$ cat src/rtl/br_resolve_queue.sv
// br_resolve_queue: resolves branch/jump outcomes and buffers results in a FIFO toward the CDB
module br_resolve_queue #(
  parameter int XLEN  = 32,
  parameter int ROB_W = 5,
  parameter int DEPTH = 4,
  parameter int CNT_W = 32
) (
  input  logic             clk,
  input  logic             rst,
  input  logic             in_valid,
  output logic             in_ready,
  input  logic [3:0]       in_op,
  input  logic [XLEN-1:0]  in_pc,
  input  logic [XLEN-1:0]  in_rs1,
  input  logic [XLEN-1:0]  in_rs2,
  input  logic [XLEN-1:0]  in_imm,
  input  logic             in_pred_taken,
  input  logic [XLEN-1:0]  in_pred_target,
  input  logic [ROB_W-1:0] in_rob,
  input  logic             flush,
  output logic             out_valid,
  input  logic             out_ready,
  output logic [ROB_W-1:0] out_rob,
  output logic [XLEN-1:0]  out_rd_data,
  output logic             out_taken,
  output logic             out_mispredict,
  output logic [XLEN-1:0]  out_target,
  output logic [CNT_W-1:0] perf_branches,
  output logic [CNT_W-1:0] perf_mispred
);
  localparam int PW = $clog2(DEPTH);
  localparam logic [PW:0] FULL = (PW+1)'(DEPTH);
  typedef struct packed {
    logic [ROB_W-1:0] rob;
    logic [XLEN-1:0]  rd;
    logic             taken;
    logic             mis;
    logic [XLEN-1:0]  tgt;
  } ent_t;
  ent_t             mem_q [DEPTH];
  ent_t             mem_d [DEPTH];
  ent_t             ent;
  ent_t             head;
  logic [PW-1:0]    wr_q, wr_d, rd_q, rd_d;
  logic [PW:0]      cnt_q, cnt_d;
  logic [CNT_W-1:0] br_q, br_d, mis_q, mis_d;
  logic             legal, taken, jump, push, pop;
  logic [XLEN-1:0]  pc4, dest;
  // resolve the incoming op: direction, target, link value and prediction check
  always_comb begin
    legal = 1'b1;
    taken = 1'b0;
    case (in_op)
      4'd0: taken = in_rs1 == in_rs2;
      4'd1: taken = in_rs1 != in_rs2;
      4'd4: taken = $signed(in_rs1) < $signed(in_rs2);
      4'd5: taken = $signed(in_rs1) >= $signed(in_rs2);
      4'd6: taken = in_rs1 < in_rs2;
      4'd7: taken = in_rs1 >= in_rs2;
      4'd8, 4'd9: taken = 1'b1;
      default: legal = 1'b0;
    endcase
    jump = in_op == 4'd8 || in_op == 4'd9;
    pc4 = in_pc + XLEN'(4);
    dest = in_op == 4'd9 ? (in_rs1 + in_imm) & {{(XLEN-1){1'b1}}, 1'b0} : in_pc + in_imm;
    ent.rob = in_rob;
    ent.rd = jump ? pc4 : '0;
    ent.taken = taken;
    ent.tgt = taken ? dest : pc4;
    ent.mis = legal & ((taken != in_pred_taken) | (taken & in_pred_taken & (dest != in_pred_target)));
  end
  // handshake, FIFO pointer/count and saturating counter next-state
  always_comb begin
    out_valid = cnt_q != '0;
    in_ready = !flush && (cnt_q < FULL || (out_valid && out_ready));
    push = in_valid && in_ready;
    pop = out_valid && out_ready && !flush;
    mem_d = mem_q;
    if (push) mem_d[wr_q] = ent;
    wr_d = wr_q + PW'(push);
    rd_d = flush ? wr_q : rd_q + PW'(pop);
    cnt_d = flush ? '0 : cnt_q + (PW+1)'(push) - (PW+1)'(pop);
    br_d = push && !(&br_q) ? br_q + 1'b1 : br_q;
    mis_d = push && ent.mis && !(&mis_q) ? mis_q + 1'b1 : mis_q;
  end
  // head presentation; data forced to zero while the FIFO is empty
  always_comb begin
    head = mem_q[rd_q];
    out_rob = out_valid ? head.rob : '0;
    out_rd_data = out_valid ? head.rd : '0;
    out_taken = out_valid && head.taken;
    out_mispredict = out_valid && head.mis;
    out_target = out_valid ? head.tgt : '0;
    perf_branches = br_q;
    perf_mispred = mis_q;
  end
  // state registers with asynchronous active-low reset
  always_ff @(posedge clk or negedge rst) begin
    if (!rst) begin
      for (int i = 0; i < DEPTH; i++) mem_q[i] <= '0;
      wr_q <= '0;
      rd_q <= '0;
      cnt_q <= '0;
      br_q <= '0;
      mis_q <= '0;
    end else begin
      mem_q <= mem_d;
      wr_q <= wr_d;
      rd_q <= rd_d;
      cnt_q <= cnt_d;
      br_q <= br_d;
      mis_q <= mis_d;
    end
  end
endmodule
$ cat config.mk
export PLATFORM = sky130hd
export DESIGN_NAME = br_resolve_queue
export DESIGN_NICKNAME = d
export VERILOG_FILES = /design/src/rtl/br_resolve_queue.sv
export SDC_FILE = /design/constraint.sdc
export NUM_CORES = 1
export LEC_CHECK = 0
export CAP_MARGIN = 20
export CORE_ASPECT_RATIO = 1.75
export CORE_MARGIN = 4
export CORE_UTILIZATION = 35
export CTS_CLUSTER_DIAMETER = 50
export DETAILED_ROUTE_END_ITERATION = 10
export DONT_BUFFER_PORTS = 1
export PLACE_DENSITY = 0.45
export SYNTH_ARGS = -nofsm -noshare
export SYNTH_HDL_FRONTEND = slang
export SYNTH_SLANG_ARGS = --single-unit
export TNS_END_PERCENT = 5
$ cat constraint.sdc
create_clock -name clk -period 4.15 [get_ports clk]
set_input_delay 0.415 -clock clk [delete_from_list [all_inputs] [get_ports clk]]
set_output_delay 0.415 -clock clk [all_outputs]
set_load 0.01 [all_outputs]
# --- Yosys cells after proc, flatten, opt, wreduce, memory -nomap -nowiden ---
# Cells that the tools add are included.
word_totals:
  reg_bits: 355
  input_bits: 175
  output_inout_bits: 137
  elab_cells: 96
classes:
  n_addsub: 9
  magnitude_cmp: 8
  eq_ne: 11
  mux: 16
  bitwise_logic: 6
  n_reduce_logical: 21
ops:
  columns: ["operator", "count"]
  rows:
  - ["$bwmux 284", 1]
  - ["$mux 71", 3]
  - ["$mux 32", 5]
  - ["$bmux 71 s2", 1]
  - ["$demux 71 s2", 1]
  - ["$add 32x1->32 const B", 2]
  - ["$add 32x32->32", 2]
  - ["$ge 32x32->1", 2]
  - ["$lt 32x32->1", 2]
  - ["$ne 32x32->1", 2]
  - ["$reduce_and 32->1", 2]
  - ["$add 32x3->32 const B", 1]
  - ["$eq 32x32->1", 1]
  - ["$eq 4x3->1 const B", 4]
  - ["$logic_and 1x1->1", 10]
  - ["$eq 4x4->1 const B", 2]
  - ["$reduce_or 8->1", 1]
  - ["$pmux 1 s7", 1]
  - ["$ge 3x3->1 const B", 2]
  - ["$not 2->3", 2]
  - ["$mux 5", 1]
  - ["$add 2x1->2", 2]
  - ["$eq 4x1->1 const B", 1]
  - ["$logic_not 4->1", 1]
  - ["other kinds (14)", 19]

# --- Logic depth before layout (Yosys ltp) ---
logic_depth:
  depth_word: 9
  ltp_mapped: 24

# --- Worst setup path before layout ---
# No wires, ideal clock.
synth_path:
  kind: "input port to flip-flop"
  startpoint: "input port in_rs2[1]"
  endpoint: "register mis_q[10], in the netlist perf_mispred[10]"
  setup_ns: 0.125
  arrival_ns: 4.069
  path_slack_ns: -0.044
  path_stages: 24
  n_path_buf: 4
  path_cell_list: "inv_1 ha_1 nor2b_1 o21a_1 o21a_1 o21a_1 o21a_1 o2111ai_1 a31oi_1 o21ai_0 or4b_1 and3_1 clkbuf_1 inv_1 buf_2 buf_2 ha_1 inv_1 nor2_1 o21ai_0 o21ai_2 buf_6 nand4_1 xnor2_1"
synth_rtl:
  columns: ["item", "line_no", "rtl"]
  rows:
  - ["start, declared", "15", "input logic [XLEN-1:0] in_rs2,"]
  - ["end signal, assigned", "112", "mis_q <= mis_d;"]
  - ["end, declared", "46", "logic [CNT_W-1:0] br_q, br_d, mis_q, mis_d;"]

# --- Worst setup path after layout ---
layout_path:
  startpoint: "input port in_pc[0]"
  endpoint: "register mem_q[245] (netlist bit)"
layout_via:
  elab_chain_len: 7
layout_lines:
  columns: ["item", "line_no", "rtl"]
  rows:
  - ["start, declared", "13", "input logic [XLEN-1:0] in_pc,"]
  - ["$add 32x32->32", "65", "dest = in_op == 4'd9 ? (in_rs1 + in_imm) & {{(XLEN-1){1'b1}}, 1'b0} : in_pc + in_imm;"]
  - ["$mux 32", "65", null]
  - ["$ne 32x32->1", "70", "ent.mis = legal & ((taken != in_pred_taken) | (taken & in_pred_taken & (dest != in_pred_target)));"]
  - ["$and 1x1->1", "70", null]
  - ["$or 1x1->1", "70", null]
  - ["$and 1x1->1", "70", null]
  - ["$bwmux 284", "79", "if (push) mem_d[wr_q] = ent;"]
  - ["end signal, assigned", "107", "mem_q <= mem_d;"]
  - ["end, declared", "40", "ent_t mem_q [DEPTH];"]
# No other way between the ends.
# A chain may end at the register's enable or synchronous reset.

==> impl_metrics.toml <==
[clock_tree]
clkLatencyLatePin_ps = 540
tritoncts.num_buffers = 36
tritoncts = "built"
cts_hold_repair_buffers = 6
htreeDepth = 2
post_cts.repair.setup_buffers = 0
maximum_clock_path_buffer_count = 3
ctsRootBufferMaster = "sky130_fd_sc_hd__clkbuf_16"
cts.sinks = 355
clk_pin_slew_ps = 60

[placement]
routabilityCongestion = 0.880
dpl.hpwl_um = 64300
dp_worst_setup_slack_ps = -665
port-buffer-count = 0

[yosys]
synth_area_leaders = "sky130_fd_sc_hd__dfrtp_1, sky130_fd_sc_hd__nand2_1, sky130_fd_sc_hd__mux4_2"
postSynthAreaPerCell_um2 = 9.09
synth-seq-cells = 355
synth.yosys.seq_area_share = 0.394
synth.top_cell.area_share = 0.394
yosys_warnings = 0
edff_count_synth = 0
netlist_area_um2 = 22500
yosysUniqueCellTypes = 84
async_reset_ff_frac = 1.00
synth_commonest_cells = "sky130_fd_sc_hd__nand2_1, sky130_fd_sc_hd__dfrtp_1, sky130_fd_sc_hd__o21ai_0, sky130_fd_sc_hd__nor2_1, sky130_fd_sc_hd__clkbuf_1"
synth_area_leader = "sky130_fd_sc_hd__dfrtp_1"
syn-num-nets = 2758
synth_cells = 2479
dominantRegCellSynth = "sky130_fd_sc_hd__dfrtp_1"
yosys.cell_count.top_type = "sky130_fd_sc_hd__nand2_1"

[timing]
setup_slack_ps = 66.2
worst_hold_slack_ps = -419
grt_setup_unrepaired = "no"
timing.max_slew.rel_slack = 0.105
fin_crit_ps = 4080
clock.fmax_ghz = 0.245
fin_crit_sh = 0.984
final_skew_ps = 17.7
finalSetupViolCount = 0
worst_slew_pin_slew_ps = 1340
timing_hold_violations_final = 355
timing_max_transition_violations_final = 0

[final_layout]
area_growth_syn_to_layout_pct = 15.7
final_layout_size_suffix_gt1_frac = 0.161
final_net_count = 2892

[route]
ant_nets = 0
drt_first_pass_iters = 5
wl_per_cell_um = 23.8
drt_iter0_markers = 997
route.vias.total = 18900
detail_routed_via_count_per_cell = 5.48
routed_wire_length_um = 81800
remaining_drc_errors = 0

[global_route]
track_usage = 0.235
grt_pass1_vias = 19500
grt.overflow.total = 0
grt_start_max_net_pins = 356
antenna_found_initial = 4
first_pass_grt_wire_length_um = 122000

[power]
irDropWorstVdd_v = 0.000283
pd_cells_nw_per_um2 = 512
power.static_leakage_nw = 11.8

[worst_setup_path]
cp.arrival_ps = 4470
crit_slowest_cell = "sky130_fd_sc_hd__nor4_2"
top_cell_by_count_worst_path = "sky130_fd_sc_hd__nand4_1"
endpoint_kind = "register"
worst_path_largest_cell_delay_ps = 480
worstPathMaxFanout = 5
worst_r2r_startpoint = "perf_mispred[3]$_DFFE_PN0P_"
worstSetupStartpoint = "in_pc[0]"
crit_type = "in -> reg"
crit_required_ps = 4530
worstPathCellList = "ha_1, fa_1, a21o_1, a311o_1, a221oi_1, a21oi_1, or3_1, a211oi_1, nand4_1, nor4_2, nand4_1, nor3_2, a311o_2, buf_4, o21ai_0"
critical_path.startpoint_type = "primary input"

[floorplan]
die_x_um = 200
initial_cell_density_of_the_core = 0.355
dieArea_um2 = 68700
die_h_um = 344
placementRows = 122
io_pins = 312
core_region_area_um2 = 63500

[run]
drv.max_cap_violation_count = 0

[worst_hold_path]
hold_class = "in -> async"

[status]
violations = "negative hold slack"
run_status = "complete, but fails checks"
-- worst paths after layout --
check                                                to  slack, ps  depth (start not counted)
hold reg to reg                   mem_q[67]$_DFFE_PN0P_        470                          2
setup reg to reg           perf_mispred[10]$_DFFE_PN0P_        880                         14
setup / recovery                 mem_q[245]$_DFFE_PN0P_         70                         15
max in group asynchronous             rd_q[1]$_DFF_PN0_       3340                          0
hold / removal                    mem_q[43]$_DFFE_PN0P_       -420                          0
min in group clk                      rd_q[0]$_DFF_PN0_         30                          1
-- worst max-delay path, delay by kind of cell --
family,cells,cell delay (ps)
adder cells (fa/ha/maj),2,600
AO/OA/AOI/OAI,7,1700
buffers and inverters,1,150
AND/OR/NAND/NOR,5,1600
-- report_power, final --
group | leakage, nW | switching, mW | total (mW) | internal [mW]
sequential | 4.65 | 0.796 | 5.35 | 4.55
clock | 0.557 | 1.36 | 3.14 | 1.78
combinational | 6.56 | 2.63 | 4.87 | 2.23
total | 11.8 | 4.79 | 13.4 | 8.56
-- layout by cell type, fill, tap and decap left out, types with 20 or more instances in the layout --
master and instances:
sky130_fd_sc_hd__nand2_1 475, sky130_fd_sc_hd__dfrtp_1 353, sky130_fd_sc_hd__o21ai_0 308, sky130_fd_sc_hd__buf_4 233
sky130_fd_sc_hd__nor2_1 108, sky130_fd_sc_hd__xnor2_1 106, sky130_fd_sc_hd__ha_1 101, sky130_fd_sc_hd__a21oi_1 85
sky130_fd_sc_hd__and2_1 83, sky130_fd_sc_hd__mux4_2 71, sky130_fd_sc_hd__inv_1 63, sky130_fd_sc_hd__xor2_1 60
sky130_fd_sc_hd__nand3_1 60, sky130_fd_sc_hd__nand4_1 58, sky130_fd_sc_hd__and3_1 43, sky130_fd_sc_hd__clkbuf_16 36
sky130_fd_sc_hd__a21o_1 31, sky130_fd_sc_hd__nor3_1 28, sky130_fd_sc_hd__o21a_1 21, sky130_fd_sc_hd__mux2i_1 21
sky130_fd_sc_hd__nand2b_1 20
-- cells by family (layout without fill, tap and decap cells) --
family,Yosys count,in the layout,share of synthesized area
AO/OA/AOI/OAI,570,570,0.152
multiplexers,106,106,0.0872
XOR/XNOR,171,171,0.0695
AND/OR/NAND/NOR,960,960,0.201
buffers and inverters,213,368,0.0375
adder cells (fa/ha/maj),104,104,0.0587
flip-flops,355,355,0.394
other,0,3,0
-- per-layer routing --
layer	part of all wire	global-route usage	routed length, µm
met4	0.059	0.120	4840
met5	0.00016	0	13
met2	0.50	0.408	40600
met3	0.077	0.0657	6310
met1	0.37	0.261	30000
-- final cells by class --
type,count,area [µm²]
Clock inverter,11,95.1
Sequential cell,355,8890
Fill cell,6376,37400
Multi-Input combinational cell,1911,12900
Timing Repair Buffer,246,1950
Tap cell,806,1010
Inverter,63,236
Antenna cell,3,7.51
Clock buffer,48,1020
-- flip-flops by register name, summed over array words and instances (netlist names) --
name / cells
perf_branches: 32
rd_q: 2
cnt_q: 3
mem_q: 284
wr_q: 2
perf_mispred: 32
-- through the flow --
| stage | setup TNS [ps] | util | std cells | cell area (µm²) | power (mW) |
|---|---|---|---|---|---|
| 2_1_floorplan | 0 | - | 2479 | 22600 | 8.52 |
| 3_3_place_gp | -36520 | 0.392 | 3375 | 24900 | 10.2 |
| 3_5_place_dp | -36430 | 0.392 | 3375 | 24900 | 10.4 |
| 4_1_cts | 0 | 0.411 | 3440 | 26100 | 13.6 |
| 5_1_grt | 0 | 0.411 | 3443 | 26100 | 14.3 |
| 6_report | 0 | 0.411 | 3443 | 26100 | 13.4 |
-- timing repair --
item,in CTS,in global routing
gates resized for setup,1,3
setup endpoints to repair,29,20
endpoints found under the hold margin,379,355
Power figures use the tool's default switching activity.
==> variant (same settings) <==
Make the reset (`rst`) synchronous in one clocked block. Comments in the files are not updated.
--- a/src/rtl/br_resolve_queue.sv
+++ b/src/rtl/br_resolve_queue.sv
@@ -95,7 +95,7 @@
     perf_mispred = mis_q;
   end
   // state registers with asynchronous active-low reset
-  always_ff @(posedge clk or negedge rst) begin
+  always_ff @(posedge clk) begin
     if (!rst) begin
       for (int i = 0; i < DEPTH; i++) mem_q[i] <= '0;
       wr_q <= '0;
Formal check against the unedited RTL: differs if rst is asserted again (counterexample within 4 cycles, from zero or initial values and one cycle with rst low); with rst held inactive, the same outputs for 4 cycles.
==> variant against the unedited design <==
The flow finishes with violations (setup timing). Setup slack got worse by 0.24 ns. Synthesized area increased by 1.3%. Critical path depth increased by 10. Wire length increased by 14%. Sequential share of layout area decreased by 7.9 points. Cell area increased by 4.1%. Sequential cell count unchanged. Critical path type unchanged.
Power is not compared: it rests on default switching activity, and its combinational part moved more than twofold at a synthesized area within 25%.
==> variant: results (changes against the unedited design) <==
Cell count of the worst reg-to-reg path - 13 (-1)
H-tree depth - 2 (unchanged)
Data arrival time of the critical path - 4.73 ns (+0.26 ns)
Post-synthesis sequential area ratio - 0.311 (-0.0829)
TritonCTS Buffers - 35 (-2.8%)
Setup TNS - -4.47 ns (-4.47 ns)
Overall routing resource usage - 0.257 (+0.0218)
Antenna violations before repair - 1 (-3)
Fin nets - 3,353 (+16%)
Net Count, Synth - 3,169 (+15%)
Final wirelength - 93,300 µm (+14%)
Status - finished, violations left
Worst rel slew slack - 0.294 (+0.189)
R2r endpoint - perf_mispred[23]
Post-synth ARST share - 0 (-1.00)
Synth Area in Compound Gates - 0.191 (+0.0392)
Diodes inserted - 0 (-3)
Crit-path max FO - 19 (+14)
GPL Wtd Cong - 0.955 (+8.6%)
Worst path slowest cell - or4_1
Hold Crit Class - in -> reg
Max incr delay on CP - 0.42 ns (-0.06 ns)
Commonest cells post-synth - 466 x nand2_1, 355 x dfxtp_1, 284 x a21oi_1, 191 x nand3_1
Violated checks - setup timing
Post-route setup slack - -0.171 ns (-0.237 ns)
Distinct cells, synth - 93 (+11%)
CP endpoint - perf_mispred[26]
Final Setup Violations - 36 (+36)
RR Startpoint - perf_mispred[8]
Ratio of cells with drive above 1 in the final layout - 0.170 (+0.00946)
Mux share of post-synthesis cell area - 0.0834 (-0.00386)
Via-to-Cell Ratio - 5.80 (+5.9%)
Crit path from - in_rs1[1]
Iter 0 DRT Violations - 1,707 (+71%)
Final worst clock skew - 0.0165 ns (-0.00127 ns)
Adder-cell area share of the yosys netlist - 0.0580 (-0.000756)
XOR/XNOR Fraction of Synth Area - 0.0504 (-0.0191)
Post-DP Area - 0.0258 mm² (+3.7%)
Detail Placement HPWL - 71,100 µm (+11%)
R2R Setup Slk - 0.51 ns (-0.37 ns)
Pin count of the biggest net entering global routing - 184 (-48%)
Place WS - -1.12 ns (-0.457 ns)
Vias in the first global route - 22,500 (+15%)
First-pass GRT wire length - 140,000 µm (+14%)
==> variant: cell count changes in the layout (fill, tap and decap cells not counted), moves of 105 or more <==
cell	before	now
dfrtp_1	353	0
o21ai_0	308	172
buf_4	233	338
a21oi_1	85	283
nand3_1	60	189
dfxtp_1	0	353
==> variant: cell families (layout without fill, tap and decap cells) <==
| logic type | count (synthesis) | in the layout |
|---|---|---|
| AND/OR/NAND/NOR | 1235 | 1235 |
| flip-flops | 355 | 355 |
| adder cells (fa/ha/maj) | 104 | 104 |
| multiplexers | 101 | 101 |
| buffers and inverters | 264 | 472 |
| AO/OA/AOI/OAI | 706 | 706 |
| XOR/XNOR | 125 | 125 |
==> variant: cell type report <==
class,instances,area (µm²)
Clock buffer,53,1070
Clock inverter,8,96.3
Timing Repair Buffer,355,2820
Sequential cell,355,7110
Tap cell,812,1020
Multi-Input combinational cell,2271,14800
Inverter,56,228
Fill cell,6584,37300
==> variant: power groups by stage <==
stage	Clock, mW	Combinational [mW]	Sequential, mW
4_1_cts	3.40	2.12	3.49
5_1_grt	3.49	2.30	3.50
3_3_place_gp	0	2.08	3.57
3_5_place_dp	0	2.10	3.57
6_report	3.29	2.11	3.49
2_1_floorplan	0	1.18	3.55
==> variant: worst min path at each step <==
stage / slack [ns] / endpoint / startpoint / cells after the start
2_1_floorplan: 0.43 / mem_q[147] / mem_q[147] / 2
3_3_place_gp: 0.44 / mem_q[209] / mem_q[209] / 2
3_5_place_dp: 0.44 / mem_q[151] / mem_q[151] / 2
4_1_cts: 0.0005 / mem_q[279] / in_rob[0] / 2
5_1_grt: 0.02 / mem_q[248] / in_pc[1] / 2
6_report: 0.03 / mem_q[279] / in_rob[0] / 2
==> variant: what timing repair did <==
item	4_1_cts	5_1_grt
setup endpoints to repair	36	36
hold buffers	6	0
pin swaps	9	2
endpoints found under the hold margin	24	0
gates resized for setup	17	0
buffers inserted	2	0
gates cloned	1	0
==> variant: per-stage QoR <==
stage | std cells | hold WS [ns]
6_report | 3910 | 0.0298
3_3_place_gp | 3840 | 0.438
4_1_cts | 3910 | 0.000488
5_1_grt | 3910 | 0.0151
3_5_place_dp | 3840 | 0.443
2_1_floorplan | 2890 | 0.427
==> variant: metal layers <==
layer | vias up | global-route usage | part of all wire
met4 | 0 | 0.119 | 0.053
met2 | 788 | 0.475 | 0.52
met1 | 11000 | 0.283 | 0.37
met3 | 167 | 0.0477 | 0.063
met5 | - | 0 | 0
li1 | 10800 | - | -
